==> src/rtl/alu_mul_seq.sv <==
// alu_mul_seq: shift-add multiplier that sequences a shared ALU through add and pass-b ops
module alu_mul_seq #(
  parameter int N = 64
) (
  input  logic         clk,
  input  logic         reset,
  input  logic         start,
  input  logic [N-1:0] op_a,
  input  logic [N-1:0] op_b,
  output logic         busy,
  output logic         done,
  output logic [N-1:0] product,
  output logic [N-1:0] alu_a,
  output logic [N-1:0] alu_b,
  output logic [3:0]   alu_ctrl,
  input  logic [N-1:0] alu_result,
  input  logic         alu_zero
);
  typedef enum logic [1:0] {IDLE, TEST, ADD, DONE} state_t;
  localparam logic [3:0] CTRL_ADD   = 4'b0010;
  localparam logic [3:0] CTRL_PASSB = 4'b0111;
  state_t state_q, state_d;
  logic [N-1:0] mcand_q, mcand_d, mplier_q, mplier_d, acc_q, acc_d, product_q, product_d;
  always_comb begin
    state_d   = state_q;
    mcand_d   = mcand_q;
    mplier_d  = mplier_q;
    acc_d     = acc_q;
    product_d = product_q;
    case (state_q)
      IDLE: if (start) begin
        mcand_d  = op_a;
        mplier_d = op_b;
        acc_d    = '0;
        state_d  = TEST;
      end
      TEST: begin
        state_d   = alu_zero ? DONE : ADD;
        product_d = alu_zero ? acc_q : product_q;
      end
      ADD: begin
        acc_d    = mplier_q[0] ? alu_result : acc_q;
        mcand_d  = mcand_q << 1;
        mplier_d = mplier_q >> 1;
        state_d  = TEST;
      end
      default: state_d = IDLE;
    endcase
  end
  always_ff @(posedge clk) begin
    if (reset) begin
      state_q   <= IDLE;
      mcand_q   <= '0;
      mplier_q  <= '0;
      acc_q     <= '0;
      product_q <= '0;
    end else begin
      state_q   <= state_d;
      mcand_q   <= mcand_d;
      mplier_q  <= mplier_d;
      acc_q     <= acc_d;
      product_q <= product_d;
    end
  end
  assign busy     = (state_q == TEST) || (state_q == ADD);
  assign done     = state_q == DONE;
  assign product  = product_q;
  assign alu_a    = busy ? acc_q : '0;
  assign alu_b    = (state_q == TEST) ? mplier_q : (state_q == ADD) ? mcand_q : '0;
  assign alu_ctrl = (state_q == TEST) ? CTRL_PASSB : (state_q == ADD) ? CTRL_ADD : 4'b0000;
endmodule
==> config.mk <==
export PLATFORM = sky130hd
export DESIGN_NAME = alu_mul_seq
export DESIGN_NICKNAME = d
export VERILOG_FILES = /design/src/rtl/alu_mul_seq.sv
export SDC_FILE = /design/constraint.sdc
export NUM_CORES = 1
export LEC_CHECK = 0
export CAP_MARGIN = 20
export CORE_MARGIN = 2
export CORE_UTILIZATION = 40
export DETAILED_ROUTE_END_ITERATION = 8
export PLACE_DENSITY = 0.71
export SETUP_SLACK_MARGIN = 0.02
export SYNTH_ARGS = -nofsm -noshare
export SYNTH_HDL_FRONTEND = slang
export SYNTH_SLANG_ARGS = --single-unit
export TNS_END_PERCENT = 10
==> constraint.sdc <==
create_clock -name clk -period 4.75 [get_ports clk]
set_clock_uncertainty 0.2 [all_clocks]
set_input_delay 0.475 -clock clk [delete_from_list [all_inputs] [get_ports clk]]
set_output_delay 0.475 -clock clk [all_outputs]
set_load 0.02 [all_outputs]
* Word-level counts from Yosys, hierarchy flattened
Index checks and enable logic that the tools add are counted.
** Storage, ports and cells
- Flip-flop bits (word level) :: 258
- Input bits :: 196
- Output and inout port bits :: 198
- Logic and storage cells :: 31
** Operators by class
- Eq/ne operators :: 5
- Muxes and demuxes :: 15
- Reductions and logical operators :: 6
** Operators with widths (count)
- two-way mux 64 bit :: 7
- case mux 64 bit (2 select lines) :: 3
- case mux 2 bit (3 select lines) :: 1
- == test 2 bit, second input constant :: 2
- two-way mux 2 bit :: 2
- inequality test 2 bit, second input constant :: 2
- AND reduction 2 bit :: 2
- two-way mux 3 bit :: 1
- AND reduction 3 bit :: 1
- == test 2 x 1 -> 1 bit, second input constant :: 1
- zero test 2 bit :: 1
- nonzero test 2 bit :: 1
- logical OR 1 bit :: 1
- two-way mux 1 bit :: 1

* Depth between registers and ports, before layout
- Depth after elaboration :: 3
- Gate-level depth with buffers :: 8
- Depth with buffers taken out :: 5

* Worst setup path after synthesis
Ideal clock, no wire load.
- Kind :: register to output
- From :: register state_q[0]
- To :: output alu_b[44]
- Data arrival time :: 1678 ps
- Data required time :: 4075 ps
- Path slack :: 2397 ps
- Stages on the path, launching flop included :: 7
- Path buffers :: 2
- Cell sequence :: dfxtp_1 inv_1 ha_1 clkbuf_1 clkbuf_1 nand2_1 o21ai_0
** On the way
- Cells in the longest elaborated chain, start to end :: 3
- Elaborated cells on any way between the ends :: 4
- Classes of those cells :: 2 x eq/ne; 2 x mux
** Ends and longest elaborated chain
- from (decl) :: line 22 : state_t state_q, state_d;
- from (signal assigned) :: line 58 : state_q <= state_d;
- == test 2 bit :: line 69 : assign alu_b = (state_q == TEST) ? mplier_q : (state_q == ADD) ? mcand_q : '0;
- two-way mux 64 bit :: line 69
- two-way mux 64 bit (*) :: line 69
- to (decl) :: line 14 : output logic [N-1:0] alu_b,
Every way passes the cells marked *; elsewhere a longest branch is shown, timed or not.

* Worst setup path after layout
- From :: register state_q[0]
- To :: output alu_b[57]
Same word-level chain as after synthesis.

==> impl_metrics.py <==
metrics = {
    "run_status": {
        "status": "completed",
    },
    "cells_and_area": {
        "fin_nets": 1949,
        "final_common_cell": "clkdlybuf4s50_1",
        "fillers": 2697,
        "multi_input_area_sq_um": 6309,
        "fin_area_sq_um": 16980,
        "syn_to_final_growth_pct": 39.90,
        "final_util": 0.5700,
        "final_cell_mix": "clkdlybuf4s50_1, nand2_1, dfxtp_1, a21oi_1, mux2i_1",
        "drive_above_1_share": 0.07697,
        "regArea_sq_um": 5165,
    },
    "timing": {
        "rsz0062_at_grt": "no",
        "final-hold-violation-count": 0,
        "max_freq_ghz": 0.2699,
        "holdWs_ns": 0.2522,
        "finalCritPeriodShare": 0.7800,
        "tightest_slew_ns": 1.002,
        "fin_crit_ns": 3.705,
        "setup_viol": 0,
        "slew_headroom": 0.3323,
        "tns_ns": 0,
        "drv_slew": 0,
        "finalWorstSetupSlack_ns": 1.045,
    },
    "setup_path": {
        "r2r_cells": 6,
        "critical-path-slowest-cell": "ha_4",
        "critPathTopFamily": "buffers and inverters",
        "r2r_setup_slack_ns": 1.74,
        "critPathMaxStageDelay_ns": 0.72,
        "reg2reg_to": "acc_q[36]$_SDFFE_PP0P_",
        "worst-path-buf-inv": 2,
        "crit_path_cell_trace": "inv_1 > ha_4 > nand2_1 > o21ai_0 > clkdlybuf4s50_1",
        "cp.required_ns": 4.07,
        "arrival_ns": 3.03,
        "cp-start-kind": "flip-flop",
        "critPathKind": "flip-flop to primary output",
        "worstSetupEndpointType": "primary output",
        "r2r_start": "state_q[0]$_SDFFE_PP0P_",
        "critPathMaxFanout": 66,
    },
    "synth": {
        "synthMuxAreaShare": 0.1087,
        "yosysTopAreaCell": "dfxtp_1",
        "synth_cell_types": 27,
        "synth_compound_area_frac": 0.2109,
        "avgSynthCellArea_sq_um": 8.326,
        "synth_top_family_by_area": "compound AO/OA/AOI/OAI gates",
        "synth_simple_gate_area_frac": 0.1892,
        "syn_area_sq_um": 12140,
        "synth_fa_ha_area_frac": 0.005154,
        "synth.yosys.seq_area_share": 0.4255,
        "syn_nets": 1659,
        "syn_inst": 1458,
        "synthXorXnorAreaFrac": 0,
        "ys_top_cells_by_area": "dfxtp_1, mux2i_1, nand2_1",
        "synth_top_area_frac": 0.4255,
        "ys_seq_elements": 258,
        "ys_warn_count": 0,
    },
    "cts": {
        "postCtsHoldBufs": 0,
        "cts_buffers": 28,
        "postCtsSetupRepairBufs": 0,
        "cts_tree": "yes",
        "cts-root-buf": "clkbuf_16",
        "cts.sinks": 258,
        "path_clk_slew_ns": 0.06,
        "clk_latency_ns": 0.54,
        "cts_htree_levels": 1,
        "post_cts_resized": 0,
        "clockBufferDepth": 3,
    },
    "drt": {
        "drc": 0,
        "routed_wl_microns": 39230,
        "wl_per_cell_microns": 18.15,
        "drt_iter0_markers": 890,
        "detail_route.first_pass.iterations": 5,
        "ant_nets": 0,
        "viasPerCell": 5.320,
        "vias": 11500,
    },
    "min_path": {
        "hp-class": "flip-flop to flip-flop",
        "hp-start": "product[27]$_SDFFE_PP0P_",
        "whs_endpoint": "product[27]$_SDFFE_PP0P_",
        "min_path_cells": 2,
    },
    "placement": {
        "dpl.hpwl_microns": 26680,
        "place_congestion": 0.8717,
        "pre_cts_slack_ns": 1.563,
        "numPortBuffers": 392,
        "place_area_sq_um": 16070,
    },
    "floorplan": {
        "initial_core_util": 0.4074,
        "io_pins": 394,
        "die_height_microns": 178.2,
        "die_w_microns": 178.2,
        "die_area_sq_um": 31760,
        "coreArea_sq_um": 29800,
        "rows": 63,
    },
    "global_routing": {
        "grt_max_degree": 116,
        "grtUsageTotal": 0.2358,
        "antenna_found_initial": 5,
        "grt_pass1_vias": 10890,
        "overflow": 0,
        "grt_pass1_wl_microns": 60240,
    },
    "power": {
        "powerDensity_nw_per_um2": 348.4,
        "peakVddDrop_uv": 237.4,
        "p_leak_nw": 5.509,
    },
    "flow_run": {
        "maxCapViolCount": 0,
    },
}
-- area by class of cell --
class	count	area share
Tap cell	390	0.02873
Clock buffer	37	0.04627
Clock inverter	12	0.006704
Timing Repair Buffer	412	0.2417
Inverter	2	0.0004421
Multi-Input combinational cell	1046	0.3715
Sequential cell	258	0.3041
Antenna cell	4	0.0005894
-- where the power goes --
part	total, W	internal (W)	switching [W]
logic	0.00129	0.000522	0.000770
registers	0.00247	0.00233	0.000141
clock network	0.00215	0.00126	0.000888
total	0.00592	0.00412	0.00180
-- flip-flops by register name, summed over array words and instances, names as in the netlist --
signal    cells
mplier_q     64
acc_q        64
product      64
state_q       2
mcand_q      64
-- worst reg2reg max path, stage by stage, from the launching register on --
cell and delay (ns):
dfxtp_1 0.36, inv_1 0.21, ha_4 0.54, mux2i_4 0.73, buf_4 0.52, o21ai_0 0.20
a21oi_1 0.19
-- stage by stage --
| step | instances | power, W |
|---|---|---|
| floorplan | 1458 | 0.003337 |
| detailed placement | 2108 | 0.003808 |
| finish | 2161 | 0.005917 |
| global placement | 2108 | 0.003782 |
| CTS | 2157 | 0.005964 |
| global route | 2159 | 0.006188 |
-- logic make-up after synthesis --
kind of cell             Yosys count
AO/OA/AOI/OAI                    388
adder cells (fa/ha/maj)            5
other                              1
multiplexers                     130
flip-flops                       258
buffers and inverters            154
AND/OR/NAND/NOR                  522
-- how the worst max path moves through the flow --
| stage | cells past startpoint | startpoint | endpoint | slack, ns |
|---|---|---|---|---|
| floorplan | 6 | state_q[0]$_SDFFE_PP0P_ | alu_b[44] | 2.40 |
| global placement | 5 | state_q[0]$_SDFFE_PP0P_ | alu_b[57] | 1.61 |
| detailed placement | 5 | state_q[0]$_SDFFE_PP0P_ | alu_b[57] | 1.56 |
| CTS | 5 | state_q[0]$_SDFFE_PP0P_ | alu_b[57] | 0.99 |
| global route | 4 | state_q[1]$_SDFFE_PP0P_ | alu_a[15] | 0.86 |
| finish | 5 | state_q[0]$_SDFFE_PP0P_ | alu_b[57] | 1.04 |
-- metal layers --
layer  vias up  track usage  share of wire  wire length [microns]
met5         -            0        0.00033                     13
met4         2      0.06436          0.022                    851
met3        49      0.07950           0.10                   3928
met2       410       0.3870           0.46                  18200
met1      5395       0.2957           0.41                  16240
li1       5641            -              -                      -
-- synth_stat cells --
master      n
o21ai_0   117
a21oi_1   133
or3_1       1
nand2_1   262
o21ai_1    11
nand4_1    64
nand3b_1    2
nor2_1    126
and2_1     65
ha_1        5
buf_4       6
buf_2      50
buf_1       6
buf_6       9
dfxtp_1   258
nor2b_1     1
nand2b_1    1
mux2i_4     1
mux2_4      1
clkbuf_1   81
conb_1      1
a211oi_2   60
mux2_2      1
inv_1       2
o211ai_1    1
a211oi_1   66
mux2i_1   127
Note: power is estimated with default switching activity, not from simulation.
==> patch (same flow settings) <==
The parameter `N` goes from 64 to 32.
--- a/src/rtl/alu_mul_seq.sv
+++ b/src/rtl/alu_mul_seq.sv
@@ -1,5 +1,5 @@
 // alu_mul_seq: shift-add multiplier that sequences a shared ALU through add and pass-b ops
 module alu_mul_seq #(
-  parameter int N = 64
+  parameter int N = 32
 ) (
   input  logic         clk,
Interface: changed (6 resized); port bits go from 394 to 202. No check against the original RTL was run, so the function may have changed too.
==> patch against the original RTL <==
Sequential cell count is 128 lower; largest power group unchanged; worst setup slack better by 0.34 ns; routed wire length decreased by 56%; design area decreased by 47%; worst hold slack got worse by 0.0017 ns; total power shrank 47%; area after synthesis shrank 47%; critical path type unchanged; final cell count decreased by 47%; non-clock buffer count down 201; sequential share of layout area down 1.2 points.
==> patch: results (changes against the original RTL) <==
initial DRC count 367 (-59%); Final GP Congestion 0.7857 (-9.9%); first-pass detailed-route iteration total 4 (-1); number of global-route vias before repair 5257 (-52%); Synth area leaders dfxtp_1 40%, mux2i_1 10%, nand2_1 9.6%; worst slack, placed 1.759 ns (+0.1962 ns); Arrival @ worst endpoint 2.69 ns (-0.34 ns); htree depth 4 (+3); share of cells above drive strength 1 0.09081 (+0.01385); hold slack 0.2505 ns (-0.001745 ns); Leak Pwr 2.914 nW (-47%); first-pass GRT wire length 27040 microns (-55%); Inserted Clock Buffers 17 (-39%); Placed Cells 1120 (-47%); register area share after synthesis 0.4045 (-0.02097); status finished, final reports clean; Synth top cells by count 164 x nand2_1, 130 x dfxtp_1, 68 x a21oi_1; gr usage total 0.2002 (-0.03558); post-synthesis instance total 772 (-47%); clk buf depth 2 (-1); Hold EP product[19]$_SDFFE_PP0P_; headroom to the max-slew limit 0.2679 (-0.06439); syn nets 877 (-47%); grt total ovfl 0 (unchanged); Buffers on Ports 200 (-49%); # diodes 0 (-4); maximum vdd drop 0.0002315 V (-2.5%); Vias/cell 4.989 (-6.2%); initial antenna violation count 0 (-5); hold_sp product[19]$_SDFFE_PP0P_; Placed Instance Area 8337 sq um (-48%); Worst Path Max Fanout 34 (-48%); worst r2r dst mcand_q[20]$_SDFFE_PP0P_; fin nets 1030 (-47%); Filler cells 1457 (-46%); synth unique cells 23 (-15%); insertion delay to the later sink of the worst-skew pair 0.41 ns (-0.13 ns); HPWL after DPL 11210 microns (-58%); worst hold stages 2 (unchanged); routed len/inst 14.88 microns (-18%); R2R Setup Slk 2.14 ns (+0.40 ns)
==> patch: cell types whose count changed after synthesis, moves of 63 or more <==
cell,unedited run,this run
nor2_1,126,63
nand4_1,64,0
a21oi_1,133,68
mux2i_1,127,64
nand2_1,262,164
dfxtp_1,258,130
==> patch: cells by family (layout without fill, tap and decap cells) <==
group,Yosys count,count (layout),synth area share
buf+inv,79,243,0.07196
fa+ha+maj,5,5,0.009724
other cells,1,1,0.0005829
simple gates,296,296,0.2011
flops,130,130,0.4045
mux,66,66,0.1048
compound gates,195,195,0.2073
==> patch: cell type report <==
type                            count  area (sq um)  share of cell area
Multi-Input combinational cell    563          3390              0.3798
Clock buffer                       24         491.7             0.05510
Sequential cell                   130          2603              0.2916
Inverter                            2         7.507           0.0008413
Clock inverter                      6         55.05            0.006169
Timing Repair Buffer              211          2107              0.2361
Tap cell                          216         270.3             0.03029
==> patch: how the worst max path moves through the flow <==
stage	cells past startpoint	slack (ns)	start	end
after floorplan	7	2.34	state_q[0]$_SDFFE_PP0P_	alu_b[10]
after global placement	4	1.78	state_q[1]$_SDFFE_PP0P_	alu_b[21]
after detailed placement	5	1.76	state_q[1]$_SDFFE_PP0P_	alu_b[21]
after CTS	5	1.30	state_q[1]$_SDFFE_PP0P_	alu_b[21]
after global routing	5	1.20	state_q[0]$_SDFFE_PP0P_	alu_b[28]
final	4	1.39	state_q[1]$_SDFFE_PP0P_	alu_a[24]
==> patch: per-layer routing <==
layer / vias up / track usage / share of wire
met5: - / 0 / 0
met3: 17 / 0.05578 / 0.048
met1: 2664 / 0.2668 / 0.45
li1: 2943 / - / -
met4: 0 / 0.06696 / 0.015
met2: 123 / 0.3140 / 0.49
==> patch: critical path, cell delays in order (launching register included) <==
cell,delay [ns]
dfxtp_1,0.43
inv_1,0.10
ha_1,0.88
and2_1,0.24
clkdlybuf4s50_1,0.61
==> patch: power by group <==
| part | leakage [nW] | internal, mW | switching [mW] | total, mW |
|---|---|---|---|---|
| clock | 0.275 | 0.764 | 0.462 | 1.23 |
| sequential | 1.06 | 1.18 | 0.0674 | 1.25 |
| combinational | 1.58 | 0.290 | 0.388 | 0.678 |
